### config.mk
export PLATFORM = sky130hd
export DESIGN_NAME = uart_tx
export DESIGN_NICKNAME = d
export VERILOG_FILES = /design/src/rtl/uart_tx_pkg.sv /design/src/rtl/uart_tx_bit_timer.sv /design/src/rtl/uart_tx.sv
export SDC_FILE = /design/constraint.sdc
export NUM_CORES = 1
export LEC_CHECK = 0
export ABC_CLOCK_PERIOD_IN_PS = 2000
export BUFFER_PORTS_ARGS = -buffer_cell sky130_fd_sc_hd__buf_4
export CORE_MARGIN = 3
export CORE_UTILIZATION = 50
export CTS_CLUSTER_DIAMETER = 80
export DETAILED_ROUTE_END_ITERATION = 8
export GPL_ROUTABILITY_DRIVEN = 0
export PLACE_DENSITY_LB_ADDON = 0.05
export SLEW_MARGIN = 20
export SYNTH_ARGS = -nofsm -noshare
export SYNTH_HDL_FRONTEND = slang
export SYNTH_SLANG_ARGS = --single-unit
export TNS_END_PERCENT = 1
### constraint.sdc
create_clock -name clk -period 2 [get_ports clk]
set_input_delay 0.2 -clock clk [delete_from_list [all_inputs] [get_ports clk]]
set_output_delay 0.2 -clock clk [all_outputs]
set_load 0.05 [all_outputs]
### src/rtl/uart_tx_pkg.sv
// Shared definitions for the 8N1 UART transmitter: frame width, FSM states
// and the tick-counter width helper.
package uart_tx_pkg;

    localparam int UART_DATA_BITS = 8;

    typedef enum logic [1:0] {
        IDLE  = 2'd0,
        START = 2'd1,
        DATA  = 2'd2,
        STOP  = 2'd3
    } uart_state_e;

    // One bit time is 2*divisor cycles; a divisor of 1 still needs a 1-bit counter.
    function automatic int tick_w(input int divisor);
        return (divisor < 2) ? 1 : $clog2(2 * divisor);
    endfunction

endpackage

### src/rtl/uart_tx_bit_timer.sv
// Bit-period timer: pulses bit_end on the last cycle of every 2*divisor-cycle
// bit while run is high; the counter is held at zero otherwise.
module uart_bit_timer
    import uart_tx_pkg::*;
#(
    parameter int divisor = 32
) (
    input  logic clk,
    input  logic rst,
    input  logic run,
    output logic bit_end
);

    localparam int TW = tick_w(divisor);
    localparam logic [TW-1:0] LAST = TW'(2 * divisor - 1);

    logic [TW-1:0] tick;

    always_ff @(posedge clk) begin
        if (!rst || !run) begin
            tick <= '0;
        end else if (tick == LAST) begin
            tick <= '0;
        end else begin
            tick <= tick + TW'(1);
        end
    end

    assign bit_end = run && (tick == LAST);

endmodule

### src/rtl/uart_tx.sv
// 8N1 UART transmitter: accepts a byte on a valid/ready handshake and sends
// start bit, 8 data bits LSB first, and a stop bit on txo.
module uart_tx
    import uart_tx_pkg::*;
#(
    parameter int divisor = 32
) (
    input  logic       clk,
    input  logic       rst,
    input  logic [7:0] data,
    input  logic       valid,
    output logic       ready,
    output logic       txo,
    output logic       busy
);

    uart_state_e state;
    logic [7:0]  shift;
    logic [2:0]  bit_cnt;
    logic        run;
    logic        bit_end;

    assign run = (state != IDLE);

    uart_bit_timer #(
        .divisor (divisor)
    ) u_timer (
        .clk     (clk),
        .rst     (rst),
        .run     (run),
        .bit_end (bit_end)
    );

    // The shift register is datapath and is only loaded on accept, so it has no reset.
    always_ff @(posedge clk) begin
        if (!rst) begin
            state   <= IDLE;
            txo     <= 1'b1;
            ready   <= 1'b1;
            busy    <= 1'b0;
            bit_cnt <= '0;
        end else begin
            case (state)
                IDLE: begin
                    if (valid && ready) begin
                        shift <= data;
                        state <= START;
                        txo   <= 1'b0;
                        ready <= 1'b0;
                        busy  <= 1'b1;
                    end
                end
                START: begin
                    if (bit_end) begin
                        state <= DATA;
                        txo   <= shift[0];
                    end
                end
                DATA: begin
                    if (bit_end) begin
                        if (bit_cnt == 3'(UART_DATA_BITS - 1)) begin
                            state   <= STOP;
                            txo     <= 1'b1;
                            bit_cnt <= '0;
                        end else begin
                            bit_cnt <= bit_cnt + 3'd1;
                            shift   <= {1'b0, shift[7:1]};
                            txo     <= shift[1];
                        end
                    end
                end
                STOP: begin
                    if (bit_end) begin
                        state <= IDLE;
                        ready <= 1'b1;
                        busy  <= 1'b0;
                    end
                end
                default: begin
                    state <= IDLE;
                    txo   <= 1'b1;
                    ready <= 1'b1;
                    busy  <= 1'b0;
                end
            endcase
        end
    end

endmodule

* After elaboration in Yosys (flattened, before gate mapping)
Cells that the tools add are included.
W data, S select, Z words.
** Cells by class
- Muxes and demuxes :: 21
- $add $sub $neg :: 2
- Equality and inequality tests :: 11
- Reductions and logical operators :: 16
** Operator list (count)
- $mux W8 :: 3
- $pmux W8 S2 :: 1
- $ne A2 B2 Y1 const B :: 6
- $mux W2 :: 5
- $reduce_and A5 Y1 :: 2
- $pmux W2 S4 :: 1
- $mux W1 :: 7
- $add A6 B1 Y6 const B :: 1
- $eq A6 B6 Y1 const B :: 1
- $reduce_bool A2 Y1 :: 3
- $eq A2 B2 Y1 const B :: 2
- $pmux W1 S2 :: 2
- $reduce_and A4 Y1 :: 1
- $add A3 B1 Y3 const B :: 1
- $eq A3 B3 Y1 const B :: 1
- $mux W3 :: 1
- $pmux W1 S3 :: 1
- $reduce_and A3 Y1 :: 1
- $reduce_bool A3 Y1 :: 1
- $eq A2 B1 Y1 const B :: 1
- $logic_and A1 B1 Y1 :: 2
- $logic_not A1 Y1 :: 2
- $logic_not A2 Y1 :: 1
- $reduce_and A2 Y1 :: 1
- other kinds (2) :: 2
** Storage, ports and cells
- Output and inout port bits :: 3
- Register bits after elaboration :: 22
- Bits of input ports :: 11
- Word-level logic and storage cells :: 57

* Longest topological paths before layout
- Depth in word-level cells :: 4
- Mapped depth :: 6
- Mapped depth without buffers :: 6

* Modules after synthesis
A second synthesis with hierarchy kept.
** Unflattened totals
- Cell total of the unflattened synthesis :: 107
- Area total of the unflattened synthesis :: 1172.4 um^2
** Modules (own cells, without submodules)
- uart_tx :: seq. area each 400.4 um^2, instances 1, area each 927.1 um^2, cells each 79
- uart_bit_timer :: seq. area each 120.1 um^2, instances 1, area each 245.2 um^2, cells each 28

* Worst setup path after synthesis
Ideal clock, no wire load.
- Kind :: register to register
- From :: register state[0]
- To :: register shift[0] (enable)
- Setup slack :: 106 ps
- Path buffers :: 0
- Clock period less this slack :: 1894 ps
- Arrival time :: 1564 ps
- Required time :: 1670 ps
- Setup time :: 330 ps
- Stages on the path, launching flop included :: 6
- Cell sequence :: dfxtp_1 inv_1 ha_1 nor4b_4 nor2b_1 o21a_1
** On the way
- Cells in the longest elaborated chain, start to end :: 4
- Elaborated cells on any way between the ends :: 9
- Classes of those cells :: 4 x eq/ne; 5 x reduce/logical
** Ends and longest elaborated chain
- start, declared :: line uart_tx.sv:17 : uart_state_e state;
- start signal, assigned :: line uart_tx.sv:37 : state <= IDLE;
- start signal, assigned :: line uart_tx.sv:47 : state <= START;
- start signal, assigned :: line uart_tx.sv:55 : state <= DATA;
- $reduce_bool A2 Y1 :: line uart_tx.sv:23 : assign run = (state != IDLE);
- $logic_and A1 B1 Y1 :: line uart_tx_bit_timer.sv:29 : assign bit_end = run && (tick == LAST);
- $ne A2 B2 Y1 (no source line)
- $reduce_and A5 Y1 (no source line) *
- end signal, assigned :: line uart_tx.sv:46 : shift <= data;
- end signal, assigned :: line uart_tx.sv:67 : shift <= {1'b0, shift[7:1]};
- end, declared :: line uart_tx.sv:18 : logic [7:0] shift;
Mark *: on every way between the ends. The rest lies on a longest branch, timed or not.
A chain may end at the register's enable or synchronous reset.

* Worst setup path after layout
- From :: register state[0]
- To :: register txo
** On the way
- Cells in the longest elaborated chain, start to end :: 4
- Elaborated cells on any way between the ends :: 11
- Classes of those cells :: 5 x eq/ne; 1 x mux; 5 x reduce/logical
** Ends and longest elaborated chain
- $reduce_bool A2 Y1 :: line uart_tx.sv:23
- $logic_and A1 B1 Y1 :: line uart_tx_bit_timer.sv:29
- $ne A2 B2 Y1 (no source line)
- $reduce_and A4 Y1 (no source line)
- end signal, assigned :: line uart_tx.sv:56 : txo <= shift[0];
- end signal, assigned :: line uart_tx.sv:68 : txo <= shift[1];
- end, declared :: line uart_tx.sv:13 : output logic txo,
Parallel ways exist; a longest one is shown, timed or not.

==> metrics.csv <==
stage,metric,value,unit
grt,first_global_vias,767,
grt,antenna_found_initial,0,
die,initial_core_util,0.541,
worst_setup_path,crit_family,flip-flops,
power_and_ir_drop,ir_worst_vdd,0.645,mV
power_and_ir_drop,leakagePower,0.507,nW
layout,layout-drive-gt1-share,0.277,
grt,grt_pass1_wl,3240,um
power_and_ir_drop,p_int,0.856,mW
cts,cts_buffers,3,
sta,grt_setup_unrepaired,false,
routing,drtAntennaViolNets,0,
die,fp.dieH,52.8,um
hold_path,hold_end,ready,
synth,yosysTopAreaCellShare,0.256,
routing,routed_wl,1840,um
die,boundaryPins,14,
power_and_ir_drop,power_frac_clock,0.158,
worst_setup_path,critPathArrivalTime,2.11,ns
die,die-area,0.00278,mm^2
worst_setup_path,cpMaxStageDelayCell,dfxtp_1,
routing,initialDrtViolationCount,6,
worst_setup_path,start_kind,flop,
routing,first_pass_iters,4,
cts,cts.clk_slew.worst_paths,0.11,ns
sta,period_share,0.956,
grt,gr-total-overflow,0,
sta,finalSetupTns,0,ns
place,numPortBuffers,13,
routing,routed_via_density,5.12,
synth,ys_ff_latch,22,
worst_setup_path,worstSetupEndpointType,flop,
worst_setup_path,crit_path_max_fanout,6,
power_and_ir_drop,switchingPower,0.459,mW
worst_setup_path,slowest_delay,0.44,ns
hold_path,whs_path_depth,2,
worst_setup_path,cp_cell_sequence,"inv_1, ha_1, buf_4, or3_1, a21oi_2, mux2_1",
worst_setup_path,worst-path-buf-inv,2,
layout,syn2layout_area_growth,16.9,%
layout,num_antenna_cells,0,
routing,vias,747,
grt,grt_max_degree,14,
synth,synthTopCellsByArea,"dfxtp_1 26%, edfxtp_1 22%, ha_1 9.2%",
die,fp-row-count,16,
synth,ys_types,29,
power_and_ir_drop,p_sw_frac,0.349,
routing,wl_per_cell,12.6,um
place,hpwl,1390,um
cts,clk_path_buf_depth,2,
cts,cts_tree,yes,
sta,setup_viol,0,
worst_setup_path,path_class,reg2reg,
worst_setup_path,r2r_end,txo,
power_and_ir_drop,power_frac_comb,0.387,
synth,synth.avg_cell_area,11.0,um^2
status,status,completed,
sta,postLayoutSetupSlackWorst,0.0888,ns
cts,cts_sinks,22,
sta,fmax,0.523,GHz
worst_setup_path,r2r-start,state[0],
cts,cts_hold_buf,0,
layout,finish.utilization,0.632,
cts,clkLatencyLatePin,0.31,ns
sta,hold_ws,0.148,ns
worst_setup_path,r2r_slack,0.09,ns
sta,drv_slew,0,
cts,ctsRootBufferMaster,clkbuf_4,
power_and_ir_drop,pwr-share-seq,0.454,
job,maxCapViolations,0,
sta,worstMarginPinSlew,0.327,ns
sta,hold_viol,0,
place,place_ws,0.0704,ns
layout,design.final.nets,139,
synth,yosysTopAreaCell,dfxtp_1,
synth,synth_nets,118,
synth,syn_inst,99,
worst_setup_path,required,2.20,ns
power_and_ir_drop,p_per_area,1030,mW/mm^2
die,coreArea,0.00202,mm^2
sta,relSlewSlack,0.780,
die,die_w,52.8,um
cts,cts_setup_buffers,0,
hold_path,hold_start,rst,
cts,htreeDepth,1,
sta,skew,0.00614,ns
routing,drc,0,
synth,yosysSeqAreaShare,0.476,
synth,yosys_warnings,0,
hold_path,hp-class,in2reg,
grt,grtUsageTotal,0.160,
synth,syn_area,0.00109,mm^2
sta,fin_crit,1.91,ns
worst_setup_path,r2r_cells,6,
-- placed cells by master (no fill, tap or decap) --
cell type,netlist,final
a21oi_2,1,1
o21a_2,0,1
xor2_1,2,2
o211ai_1,1,1
o21ai_0,4,4
mux2i_1,5,5
buf_4,1,18
mux2_2,7,7
dfxtp_1,14,14
mux2_1,1,1
xnor2_1,1,1
or3_1,1,1
nor4b_4,1,1
nand3_1,6,6
ha_1,8,8
a2bb2oi_1,1,1
a21oi_1,3,3
nand3_4,1,1
nor2_1,8,8
nor2b_1,5,5
clkbuf_1,0,1
nor3_1,1,1
a211o_1,1,1
clkbuf_4,0,3
or3_2,1,1
edfxtp_1,8,8
o21bai_1,1,1
nand2_1,8,8
inv_1,3,3
nand2b_1,3,3
-- worst reg2reg max path, cell delays in order, from the launching register on --
cell	delay, ns
dfxtp_1	0.44
inv_1	0.09
ha_1	0.27
buf_4	0.17
or3_1	0.39
a21oi_2	0.14
mux2_1	0.32
-- layer usage --
| layer | up-vias | share of wire | GRT usage | wire (um) |
|---|---|---|---|---|
| met5 | - | 0 | 0 | 0 |
| met4 | 0 | 0.021 | 0.0638 | 38 |
| li1 | 390 | - | - | - |
| met3 | 5 | 0.025 | 0.0342 | 46 |
| met2 | 11 | 0.48 | 0.273 | 882 |
| met1 | 341 | 0.47 | 0.195 | 872 |
-- cell type report --
type / count / area, um^2
Tap cell: 27 / 33.8
Clock buffer: 4 / 26.3
Multi-Input combinational cell: 72 / 552
Sequential cell: 22 / 520
Fill cell: 184 / 743
Timing Repair Buffer: 18 / 135
Inverter: 3 / 11.3
-- registers in the layout (all words and copies together), names as in the netlist --
name	flops
bit_cnt	3
u_timer.tick	6
ready	1
shift	8
busy	1
txo	1
state	2
-- cells in the mapped netlist (all sizes together) --
| cell type | number |
|---|---|
| o21a | 1 |
| inv | 3 |
| nand2 | 8 |
| nor4b | 1 |
| nor2 | 8 |
| nand2b | 3 |
| edfxtp | 8 |
| xor2 | 2 |
| nand3 | 7 |
| o21bai | 1 |
| ha | 8 |
| nor2b | 5 |
| nor3 | 1 |
| a21oi | 4 |
| buf | 2 |
| o21ai | 4 |
| mux2i | 5 |
| dfxtp | 14 |
| or3 | 2 |
| xnor2 | 1 |
| a211o | 1 |
| o211ai | 1 |
| a2bb2oi | 1 |
| mux2 | 8 |
-- kinds of logic after synthesis --
| kind of cell | after synthesis | synth area share |
|---|---|---|
| buf+inv | 5 | 0.0206 |
| simple gates | 35 | 0.183 |
| fa+ha+maj | 8 | 0.0915 |
| xor+xnor | 3 | 0.0240 |
| flops | 22 | 0.476 |
| compound gates | 13 | 0.0767 |
| mux | 13 | 0.128 |
-- what timing repair did --
action                                  CTS  global route
hold endpoints to repair                  0             0
endpoints found under the setup margin    0             8
gates resized for setup                   0             1
-- power groups by stage --
| stage | Sequential, mW | Clock (mW) | Combinational, mW |
|---|---|---|---|
| global placement | 0.602 | 0 | 0.500 |
| floorplan | 0.662 | 0 | 0.311 |
| detailed placement | 0.607 | 0 | 0.512 |
| finish | 0.597 | 0.208 | 0.509 |
| CTS | 0.598 | 0.213 | 0.516 |
| global route | 0.605 | 0.230 | 0.569 |
-- stage by stage --
| step | std cells | power [mW] | cell area [um^2] |
|---|---|---|---|
| after floorplan | 99 | 0.974 | 1090 |
| after global placement | 142 | 1.10 | 1250 |
| after detailed placement | 142 | 1.12 | 1250 |
| after CTS | 146 | 1.33 | 1280 |
| after global routing | 146 | 1.40 | 1280 |
| final | 146 | 1.31 | 1280 |
-- how the worst max path moves through the flow --
| stage | startpoint | end | slack (ns) | cells after the start |
|---|---|---|---|---|
| CTS | state[0] | shift[3] | 0.06 | 5 |
| detailed placement | state[0] | shift[7] | 0.07 | 5 |
| floorplan | state[0] | shift[0] | 0.11 | 5 |
| global placement | state[0] | shift[7] | 0.16 | 5 |
| global route | state[0] | txo | 0.02 | 6 |
| finish | state[0] | txo | 0.09 | 6 |
Note: power is estimated with default switching activity, not from simulation.
